## src/rtl/div32x32_seq.sv

```systemverilog
`default_nettype none
// ============================================================================
//  Module   : div32x32_seq
//  Purpose  : Sequential unsigned WIDTH/WIDTH restoring divider, one quotient
//             bit per clock, with start/busy/done handshake and a one-cycle
//             shortcut for a zero divisor or a dividend below the divisor.
//  Revision : 1.0  initial release
// ============================================================================
module div32x32_seq #(
  parameter int WIDTH = 32
) (
  input  logic             clk,
  input  logic             reset,
  input  logic             start,
  input  logic [WIDTH-1:0] a,
  input  logic [WIDTH-1:0] b,
  output logic             busy,
  output logic             done,
  output logic [WIDTH-1:0] quotient,
  output logic [WIDTH-1:0] remainder,
  output logic             div_by_zero
);

  localparam int CNT_W = $clog2(WIDTH) + 1;

  typedef enum logic [1:0] {
    S_IDLE = 2'd0,
    S_RUN  = 2'd1,
    S_DONE = 2'd2
  } state_t;

  state_t             r_state;
  state_t             w_state_nxt;

  // Partial remainder, shifting dividend/quotient, latched divisor, step count
  logic [WIDTH-1:0]   r_p;
  logic [WIDTH-1:0]   r_q;
  logic [WIDTH-1:0]   r_b;
  logic [CNT_W-1:0]   r_cnt;

  logic [WIDTH-1:0]   r_quotient;
  logic [WIDTH-1:0]   r_remainder;
  logic               r_div_by_zero;

  logic [WIDTH:0]     w_t;
  logic               w_ge;
  logic [WIDTH-1:0]   w_diff;
  logic [WIDTH-1:0]   w_p_nxt;
  logic [WIDTH-1:0]   w_q_nxt;
  logic               w_last;
  logic               w_b_zero;
  logic               w_a_lt_b;

  // One restoring step: shift in the next dividend bit, try to subtract.
  // The trial value is compared at WIDTH+1 bits so a carry out of the shift
  // is never lost. When the subtract succeeds the true difference is below
  // the divisor, so the low WIDTH bits of a WIDTH-bit subtract are exact.
  always_comb begin
    w_t      = {r_p, r_q[WIDTH-1]};
    w_ge     = (w_t >= {1'b0, r_b});
    w_diff   = w_t[WIDTH-1:0] - r_b;
    w_p_nxt  = w_ge ? w_diff : w_t[WIDTH-1:0];
    w_q_nxt  = {r_q[WIDTH-2:0], w_ge};
    w_last   = (r_cnt == CNT_W'(1));
    w_b_zero = (b == '0);
    w_a_lt_b = (a < b);
  end

  // State register
  always_ff @(posedge clk) begin
    if (reset) begin
      r_state <= S_IDLE;
    end else begin
      r_state <= w_state_nxt;
    end
  end

  // Next-state logic: trivial operands go straight to DONE
  always_comb begin
    w_state_nxt = r_state;
    case (r_state)
      S_IDLE: begin
        if (start) begin
          if (w_b_zero || w_a_lt_b) begin
            w_state_nxt = S_DONE;
          end else begin
            w_state_nxt = S_RUN;
          end
        end
      end
      S_RUN: begin
        if (w_last) begin
          w_state_nxt = S_DONE;
        end
      end
      S_DONE: begin
        w_state_nxt = S_IDLE;
      end
      default: begin
        w_state_nxt = S_IDLE;
      end
    endcase
  end

  // Datapath: operand capture, iteration, and result registers. Results are
  // written only on entry to DONE so no intermediate value is ever visible.
  always_ff @(posedge clk) begin
    if (reset) begin
      r_p           <= '0;
      r_q           <= '0;
      r_b           <= '0;
      r_cnt         <= '0;
      r_quotient    <= '0;
      r_remainder   <= '0;
      r_div_by_zero <= 1'b0;
    end else begin
      case (r_state)
        S_IDLE: begin
          if (start) begin
            r_b <= b;
            r_q <= a;
            r_p <= '0;
            if (w_b_zero) begin
              r_quotient    <= '1;
              r_remainder   <= a;
              r_div_by_zero <= 1'b1;
            end else if (w_a_lt_b) begin
              r_quotient    <= '0;
              r_remainder   <= a;
              r_div_by_zero <= 1'b0;
            end else begin
              r_cnt <= CNT_W'(WIDTH);
            end
          end
        end
        S_RUN: begin
          r_p   <= w_p_nxt;
          r_q   <= w_q_nxt;
          r_cnt <= r_cnt - CNT_W'(1);
          if (w_last) begin
            r_quotient    <= w_q_nxt;
            r_remainder   <= w_p_nxt;
            r_div_by_zero <= 1'b0;
          end
        end
        default: begin
        end
      endcase
    end
  end

  assign busy        = (r_state != S_IDLE);
  assign done        = (r_state == S_DONE);
  assign quotient    = r_quotient;
  assign remainder   = r_remainder;
  assign div_by_zero = r_div_by_zero;

endmodule
`default_nettype wire

```

## config.mk

```make
export PLATFORM = sky130hd
export DESIGN_NAME = div32x32_seq
export DESIGN_NICKNAME = d
export VERILOG_FILES = /design/src/rtl/div32x32_seq.sv
export SDC_FILE = /design/constraint.sdc
export NUM_CORES = 1
export LEC_CHECK = 0
export CORE_ASPECT_RATIO = 0.5
export CORE_MARGIN = 8
export CORE_UTILIZATION = 30
export CTS_BUF_LIST = sky130_fd_sc_hd__clkbuf_8
export CTS_CLUSTER_DIAMETER = 150
export CTS_CLUSTER_SIZE = 14
export DETAILED_ROUTE_END_ITERATION = 10
export GPL_ROUTABILITY_DRIVEN = 0
export PLACE_DENSITY = 0.62
export SYNTH_ARGS = -nofsm -noshare
export SYNTH_HDL_FRONTEND = slang
export SYNTH_SLANG_ARGS = --single-unit
export TNS_END_PERCENT = 20
```

## constraint.sdc

```tcl
create_clock -name clk -period 2.82 [get_ports clk]
set_input_delay 0.564 -clock clk [delete_from_list [all_inputs] [get_ports clk]]
set_output_delay 0.564 -clock clk [all_outputs]
set_load 0.02 [all_outputs]
```

==> results of run 1 <==
[tightest hold or removal path: stages, from the launching register on]
cell     delay (ns)
dfxtp_1        0.32
nand2_1        0.05
a21oi_1        0.05
[cells in the mapped netlist, drive strengths merged, types with 3 or more instances]
library cell / n / area (um^2)
o32ai: 3 / 26.3
or3: 3 / 18.8
nand3: 21 / 105
buf: 23 / 123
or2: 4 / 27.5
and2: 9 / 56.3
nand3b: 3 / 22.5
a221oi: 3 / 26.3
a211oi: 39 / 298
a2bb2oi: 4 / 35.0
and4: 4 / 35.0
xnor2: 13 / 114
a22o: 15 / 131
nor2b: 4 / 25.0
a21o: 31 / 233
o21a: 8 / 60.1
and3: 9 / 56.3
a22oi: 33 / 248
mux2i: 15 / 150
clkbuf: 65 / 245
nand2b: 12 / 75.1
o2bb2a: 5 / 50.1
o211ai: 9 / 72.6
nor3: 14 / 70.1
a31oi: 15 / 109
nand4: 15 / 100
o22ai: 3 / 25.0
nor3b: 4 / 30.0
xor2: 14 / 123
dfxtp: 169 / 3380
a21oi: 158 / 795
o21ai: 54 / 270
o31ai: 3 / 22.5
ha: 65 / 813
inv: 77 / 289
a311oi: 3 / 26.3
nor4: 10 / 75.1
nor2: 89 / 337
nand2: 170 / 638
[registers in the layout, indices dropped and copies added, names as in the netlist]
| signal | flops |
|---|---|
| quotient | 32 |
| r_b | 32 |
| r_p | 32 |
| r_q | 32 |
| remainder | 32 |
| r_cnt | 6 |
| r_state | 2 |
| div_by_zero | 1 |
[final cells by class]
cell class / count / area (um^2) / area share, %
inverters: 77 / 289 / 1.99
repair buffers: 389 / 3530 / 24.3
well taps: 432 / 541 / 3.73
diodes: 5 / 12.5 / 0.0862
flip-flops and latches: 169 / 3400 / 23.4
clock inverters: 13 / 155 / 1.07
multi-input cells: 895 / 6320 / 43.6
clock buffers: 19 / 262 / 1.80
[where the power goes]
part / internal, mW / switching (mW)
Sequential: 2.60 / 0.142
Clock: 0.792 / 1.05
Combinational: 1.63 / 1.77
Total: 5.03 / 2.97
[what timing repair did]
item / in CTS / in global routing
gates cloned: 0 / 4
setup endpoints to repair: 100 / 104
hold buffers: 0 / 0
pin swaps: 43 / 33
gates resized for setup: 113 / 67
buffers inserted: 14 / 8
[how the worst max path moves through the flow]
stage,from,end,cells past startpoint
floorplan,b[5],quotient[10]$_SDFFE_PP0P_,12
global placement,a[5],remainder[27]$_SDFFE_PP0P_,11
detailed placement,a[5],remainder[27]$_SDFFE_PP0P_,11
CTS,r_b[28]$_SDFFE_PP0P_,remainder[24]$_SDFFE_PP0P_,13
global route,r_b[28]$_SDFFE_PP0P_,remainder[15]$_SDFFE_PP0P_,13
finish,r_b[27]$_SDFFE_PP0P_,remainder[9]$_SDFFE_PP0P_,13
[metrics by stage]
stage / worst slack (ns) / power (mW) / TNS (ns) / utilization, %
2_1_floorplan: 0.0442 / 4.33 / 0 / -
3_3_place_gp: -0.652 / 5.76 / -43.44 / 41.2
3_5_place_dp: -0.700 / 5.77 / -44.26 / 41.2
4_1_cts: -0.0505 / 7.81 / -0.138 / 44.4
5_1_grt: -0.205 / 8.37 / -6.63 / 45.7
6_report: -0.0987 / 7.99 / -0.412 / 45.8
[logic make-up (layout without fill, tap and decap cells)]
family | count (synthesis) | after routing
flops | 169 | 169
other cells | 0 | 5
fa+ha+maj | 66 | 66
simple gates | 374 | 374
mux | 17 | 17
buf+inv | 165 | 498
compound gates | 411 | 411
xor+xnor | 27 | 27
[per-layer routing]
layer  up-vias  share of wire, %  global-route usage [%]
li1       5029                 -                       -
met2       309                45                    29.0
met4         0               1.3                    3.89
met3        25               6.1                    2.69
met5         -                 0                       0
met1      4942                47                    26.1
==> metrics.md, run 1 <==
| Metric | Value |
|---|---|
| H-tree lvl count | 4 |
| Unrepaired setup endpoints after global routing | yes |
| CTS tree | built |
| PortBufs | 133 |
| Root buf cell | clkbuf_8 |
| Period utilisation layout | 104% |
| Final std cells w/o fill | between 1.5k and 2k |
| Grt ovf | 0 |
| Critical-path cell list | inv_2 -> ha_4 -> nand4_4 -> nor4_4 -> nand3_1 -> o211ai_2 -> a2111oi_4 -> or2_4 -> buf_6 -> o31a_1 -> buf_6 -> a21o_1 -> a21oi_1 |
| Final nets | around 1.7k |
| Crit path buf inv count | 3 |
| Core ar. | 0.0317 mm^2 |
| Leak Pwr | around 6.1 nW |
| DIE AREA | 0.0386 mm^2 |
| Crit start category | register |
| Initial core utilization | between 30% and 40% |
| Placed cell count | 1937 |
| R2R Path End | remainder[9]$_SDFFE_PP0P_ |
| Simple-gate share of the synthesized area | about 18% |
| Initial antenna violation count | 5 |
| Cell family with most CP delay | compound AO/OA/AOI/OAI gates |
| Post-synthesis xor/xnor area fraction | under 10% |
| R2R setup slack | -0.1 ns |
| Worst Tran Pin Value | 0.646 ns |
| Max Cap Viol | 0 |
| Number of CTS-inserted buffers | 17 |
| Mux contribution to synthesized area | under 10% |
| Final instance area | between 0.01 and 0.015 mm^2 |
| YS warnings | 0 |
| Adder-Cell Fraction of Synth Area | about 8.6% |
| Hold Path Depth | 2 |
| Compound-cell area share of the yosys netlist | between 20% and 30% |
| Post-route ant nets | 0 |
| Crit path required time | about 3.2 ns |
| Largest family of logic cells by synthesized area | compound AO/OA/AOI/OAI gates |
| Reg clk slew, reported paths | 0.10 ns |
| Yosys reg bits | between 150 and 200 |
| Syn Area/Cell | a little under 8 um^2 |
| Async S/R FF share, synth | 0% |
| Layout Skew | ~0.016 ns |
| Failing checks | negative setup slack |
| Remaining DRCs | 0 |
| Critical path type | reg2reg |
| Die X-Extent | ~270 um |
| Worst Hold Path EP | r_b[11]$_SDFFE_PP0P_ |
| DR WL/cell | ~19 um |
| R2R cell count | 13 |
| Drt pass-1 iters | 5 |
| Final Hold Viols | 0 |
| Crit path max fanout | 6 |
| # IOs | 134 |
| Via count | approximately 10k |
| CP endpoint kind | register |
| Synthesized Nets | 1362 |
| Prevailing post-synth register cell | dfxtp_1 |
| Synthesized cell area | 0.00966 mm^2 |
| Commonest non-fill, non-tap cell in the layout | buf_4 |
| Distinct cell type count after synthesis | 78 |
| Critical path's slowest cell | nor4_4 |
| Placed Area | 0.0131 mm^2 |
| Hold slack | between 0.4 and 0.5 ns |
| Slew Limit Fails | 0 |
| Min-Delay Path Class | reg2reg |
| Minimum clock period | 2.92 ns |
| Largest net degree at the start of global routing | 73 |
| Total track usage | a little under a fifth |
| Worst path max stage delay | about 0.35 ns |
| CTS sink count | approximately 170 |
| Most used cell along the critical path | buf_6 |
| Power per cell area | between 500 and 600 mW/mm^2 |
| Initial drt markers | 925 |
| CTS Buffer Depth | 2 |
| Mapped Cells | 1229 |
| Status | finished with violations |
| First-pass GRT wire length | 56300 um |
| Vias in the first global route | 9670 |
| Fillers | roughly 3.0k |
| Worst vdd ir | roughly 310 uV |
| Rows | between 40 and 50 |
| Slew margin rel. | 56.8% |
| Total wire length | 37000 um |
| WP data arrival | 3.33 ns |
| Skew-Pair Late Insertion Delay | between 0.4 and 0.5 ns |
| Share of cells above drive strength 1 | between 20% and 30% |
| FF-to-FF Start | r_b[27]$_SDFFE_PP0P_ |
| Commonest cells after routing, fill and taps aside | buf_4, nand2_1, dfxtp_1, a21oi_1, clkdlybuf4s50_1 |
| Area Growth Syn to Fin | 50.1% |
| Vias per cell | slightly above 5 |
| Number of flops mapped to enable cells by yosys | 0 |
| Register area share after synthesis | about a third |
| Post-DP HPWL | 27700 um |
| Final setup fails | 16 |
| Hold path startpoint | r_b[11]$_SDFFE_PP0P_ |
| Worst Setup Slack, final | -0.0987 ns |
| Max Freq | around 340 MHz |
| Die Span Y | 143 um |
(Power assumes the default switching activity.)
==> run 2: changes to the inputs <==
--- a/config.mk
+++ b/config.mk
@@ -5,7 +5,7 @@
 export SDC_FILE = /design/constraint.sdc
 export NUM_CORES = 1
 export LEC_CHECK = 0
-export CORE_ASPECT_RATIO = 0.5
+export CORE_ASPECT_RATIO = 1.75
 export CORE_MARGIN = 8
 export CORE_UTILIZATION = 30
 export CTS_BUF_LIST = sky130_fd_sc_hd__clkbuf_8
@@ -14,6 +14,7 @@
 export DETAILED_ROUTE_END_ITERATION = 10
 export GPL_ROUTABILITY_DRIVEN = 0
 export PLACE_DENSITY = 0.62
+export SLEW_MARGIN = 20
 export SYNTH_ARGS = -nofsm -noshare
 export SYNTH_HDL_FRONTEND = slang
 export SYNTH_SLANG_ARGS = --single-unit
==> run 2 against run 1 <==
  * The run still ends with negative setup slack left
  * Total power fell by 0.49%
  * Critical endpoint is now r_p[28]$_SDFFE_PP0P_
  * Fmax fell by 0.29%
  * Setup slack got worse by 0.0084 ns
==> metrics.md, run 2 (same netlist as run 1, synthesis figures left out) <==
| Metric | Value |
|---|---|
| Total track usage | approximately 19% |
| DIE AREA | 0.0384 mm^2 |
| Number of CTS-inserted buffers | 17 |
| R2R setup slack | -0.11 ns |
| Root buf cell | clkbuf_8 |
| Total wire length | approximately 36000 um |
| Worst Setup Slack, final | -0.107 ns |
| Power per cell area | 545 mW/mm^2 |
| First-pass GRT wire length | between 50000 and 60000 um |
| Unrepaired setup endpoints after global routing | yes |
| Commonest cells after routing, fill and taps aside | buf_4, nand2_1, dfxtp_1, a21oi_1, clkdlybuf4s50_1 |
| Final Hold Viols | 0 |
| Commonest non-fill, non-tap cell in the layout | buf_4 |
| Post-layout power | just under 8 mW |
| Crit path buf inv count | 2 |
| Status | finished with violations |
| Initial antenna violation count | 3 |
| CTS sink count | around 170 |
| Minimum clock period | 2.93 ns |
| PortBufs | ~130 |
| Worst Tran Pin Value | ~0.6 ns |
| Die X-Extent | 152 um |
| CTS Buffer Depth | 2 |
| Worst Setup EP | r_p[28]$_SDFFE_PP0P_ |
| Crit path required time | 3.16 ns |
| Crit start category | register |
| Vias in the first global route | slightly above 10k |
| Drt pass-1 iters | 5 |
| Via count | roughly 10k |
| Vias per cell | 5.24 |
| Post-route ant nets | 0 |
| Slew Limit Fails | 0 |
| CTS tree | built |
| Placed Area | around 0.013 mm^2 |
| Die Span Y | about 250 um |
| Share of cells above drive strength 1 | ~28% |
| Fillers | 3102 |
| Max Cap Viol | 0 |
| Cell family with most CP delay | compound AO/OA/AOI/OAI gates |
| R2R Path End | r_p[28]$_SDFFE_PP0P_ |
| DR WL/cell | 18.7 um |
| Final instance area | about 0.015 mm^2 |
| Skew-Pair Late Insertion Delay | around 0.48 ns |
| Critical-path cell list | inv_2 -> ha_4 -> inv_2 -> fa_2 -> and3_4 -> o211ai_1 -> and3_1 -> o31ai_2 -> a21oi_2 -> nor3_2 -> o41ai_2 -> o21a_1 -> o32ai_1 |
| Worst vdd ir | between 300 and 400 uV |
| Layout Skew | ~0.015 ns |
| Final nets | approximately 1.7k |
| Hold slack | roughly 0.46 ns |
| Leak Pwr | approximately 6.1 nW |
| Worst path depth | 13 |
| CP Launch Point | r_q[31]$_SDFFE_PP0P_ |
| Post-DP HPWL | around 27000 um |
| Area Growth Syn to Fin | 51.0% |
| Failing checks | negative setup slack |
| Min-Delay Path Class | reg2reg |
| Initial core utilization | 30.2% |
| Max Freq | ~340 MHz |
| Initial drt markers | 611 |
| Reg clk slew, reported paths | 0.09 ns |
| Slew margin rel. | approximately 59% |
| Rows | 87 |
| Critical path type | reg2reg |
| Core ar. | ~0.032 mm^2 |
| Critical path's slowest cell | fa_2 |
| FF-to-FF Start | r_q[31]$_SDFFE_PP0P_ |
| R2R cell count | 13 |
| Period utilisation layout | 104% |
| Final setup fails | 29 |
| Crit path max fanout | 2 |
| Largest net degree at the start of global routing | 134 |
| WP data arrival | about 3.3 ns |
| Most used cell along the critical path | inv_2 |
| CP endpoint kind | register |
| H-tree lvl count | 4 |
| Remaining DRCs | 0 |
| Worst path max stage delay | around 0.39 ns |
| Hold-fix buffers, CTS | 0 |
| # IOs | 134 |
| Grt ovf | 0 |
run 2: changes by cell type in the layout (fill, tap and decap cells not counted), moves of 5 or more:
cell and change:
inv_2 +5, o21ai_2 +5, o21ai_1 +7, a211oi_1 +14, inv_1 -6, a211oi_2 -14, o21ai_0 -12, mux2i_4 +8
dlymetal6s2s_1 +6, mux2i_1 -9, clkdlybuf4s50_1 -6, ha_1 -6, ha_4 +8, buf_4 -25
run 2: power by group:
part / switching [mW] / internal [mW]
Sequential: 0.153 / 2.60
Combinational: 1.83 / 1.66
Clock: 0.986 / 0.715
run 2: how the worst min path moves through the flow:
stage                         start                   end  slack [ns]  depth (start not counted)
4_1_cts         r_b[6]$_SDFFE_PP0P_   r_b[6]$_SDFFE_PP0P_        0.46                          2
5_1_grt                        b[1]   r_b[1]$_SDFFE_PP0P_        0.47                          4
3_3_place_gp   r_b[16]$_SDFFE_PP0P_  r_b[16]$_SDFFE_PP0P_        0.44                          2
2_1_floorplan  r_b[10]$_SDFFE_PP0P_  r_b[10]$_SDFFE_PP0P_        0.44                          2
6_report        r_b[6]$_SDFFE_PP0P_   r_b[6]$_SDFFE_PP0P_        0.46                          2
3_5_place_dp    r_b[1]$_SDFFE_PP0P_   r_b[1]$_SDFFE_PP0P_        0.45                          2
run 2: layer usage:
metal	share of wire [%]	global-route usage [%]
met5	0	0
met3	3.8	3.17
met4	5.1	11.3
met2	51	31.9
met1	40	20.9
run 2: worst register-to-register path, delay by kind of cell (launching register included):
kind,cells,cell delay (ns)
AO/OA/AOI/OAI,6,1.31
adder cells (fa/ha/maj),2,0.52
AND/OR/NAND/NOR,3,0.52
flip-flops,1,0.34
buffers and inverters,2,0.10
run 2: cell type report:
type                       count  area, um^2  area share (%)
inverter                      77         294            2.01
tap                          400         500            3.43
multi-input combinational    895        6600            45.3
clock inverter                14         140           0.960
timing repair buffer         368        3410            23.4
antenna                        3        7.51          0.0514
clock buffer                  17         234            1.60
sequential                   169        3400            23.3
run 2: timing repair:
action	4_1_cts	5_1_grt
gates resized for setup	139	119
gates cloned	3	1
setup buffers	13	17
pin swaps	46	28
endpoints found under the setup margin	106	104
run 2: per-stage QoR:
stage / worst slack (ns) / cells / util [%] / setup TNS [ns]
6_report: -0.107 / 1943 / 45.6 / -1.38
3_3_place_gp: -0.903 / 1879 / 40.0 / -63.77
5_1_grt: -0.186 / 1943 / 45.6 / -6.21
4_1_cts: -0.103 / 1926 / 43.5 / -2.05
2_1_floorplan: 0.0442 / 1229 / - / 0
3_5_place_dp: -1.01 / 1879 / 40.0 / -71.21
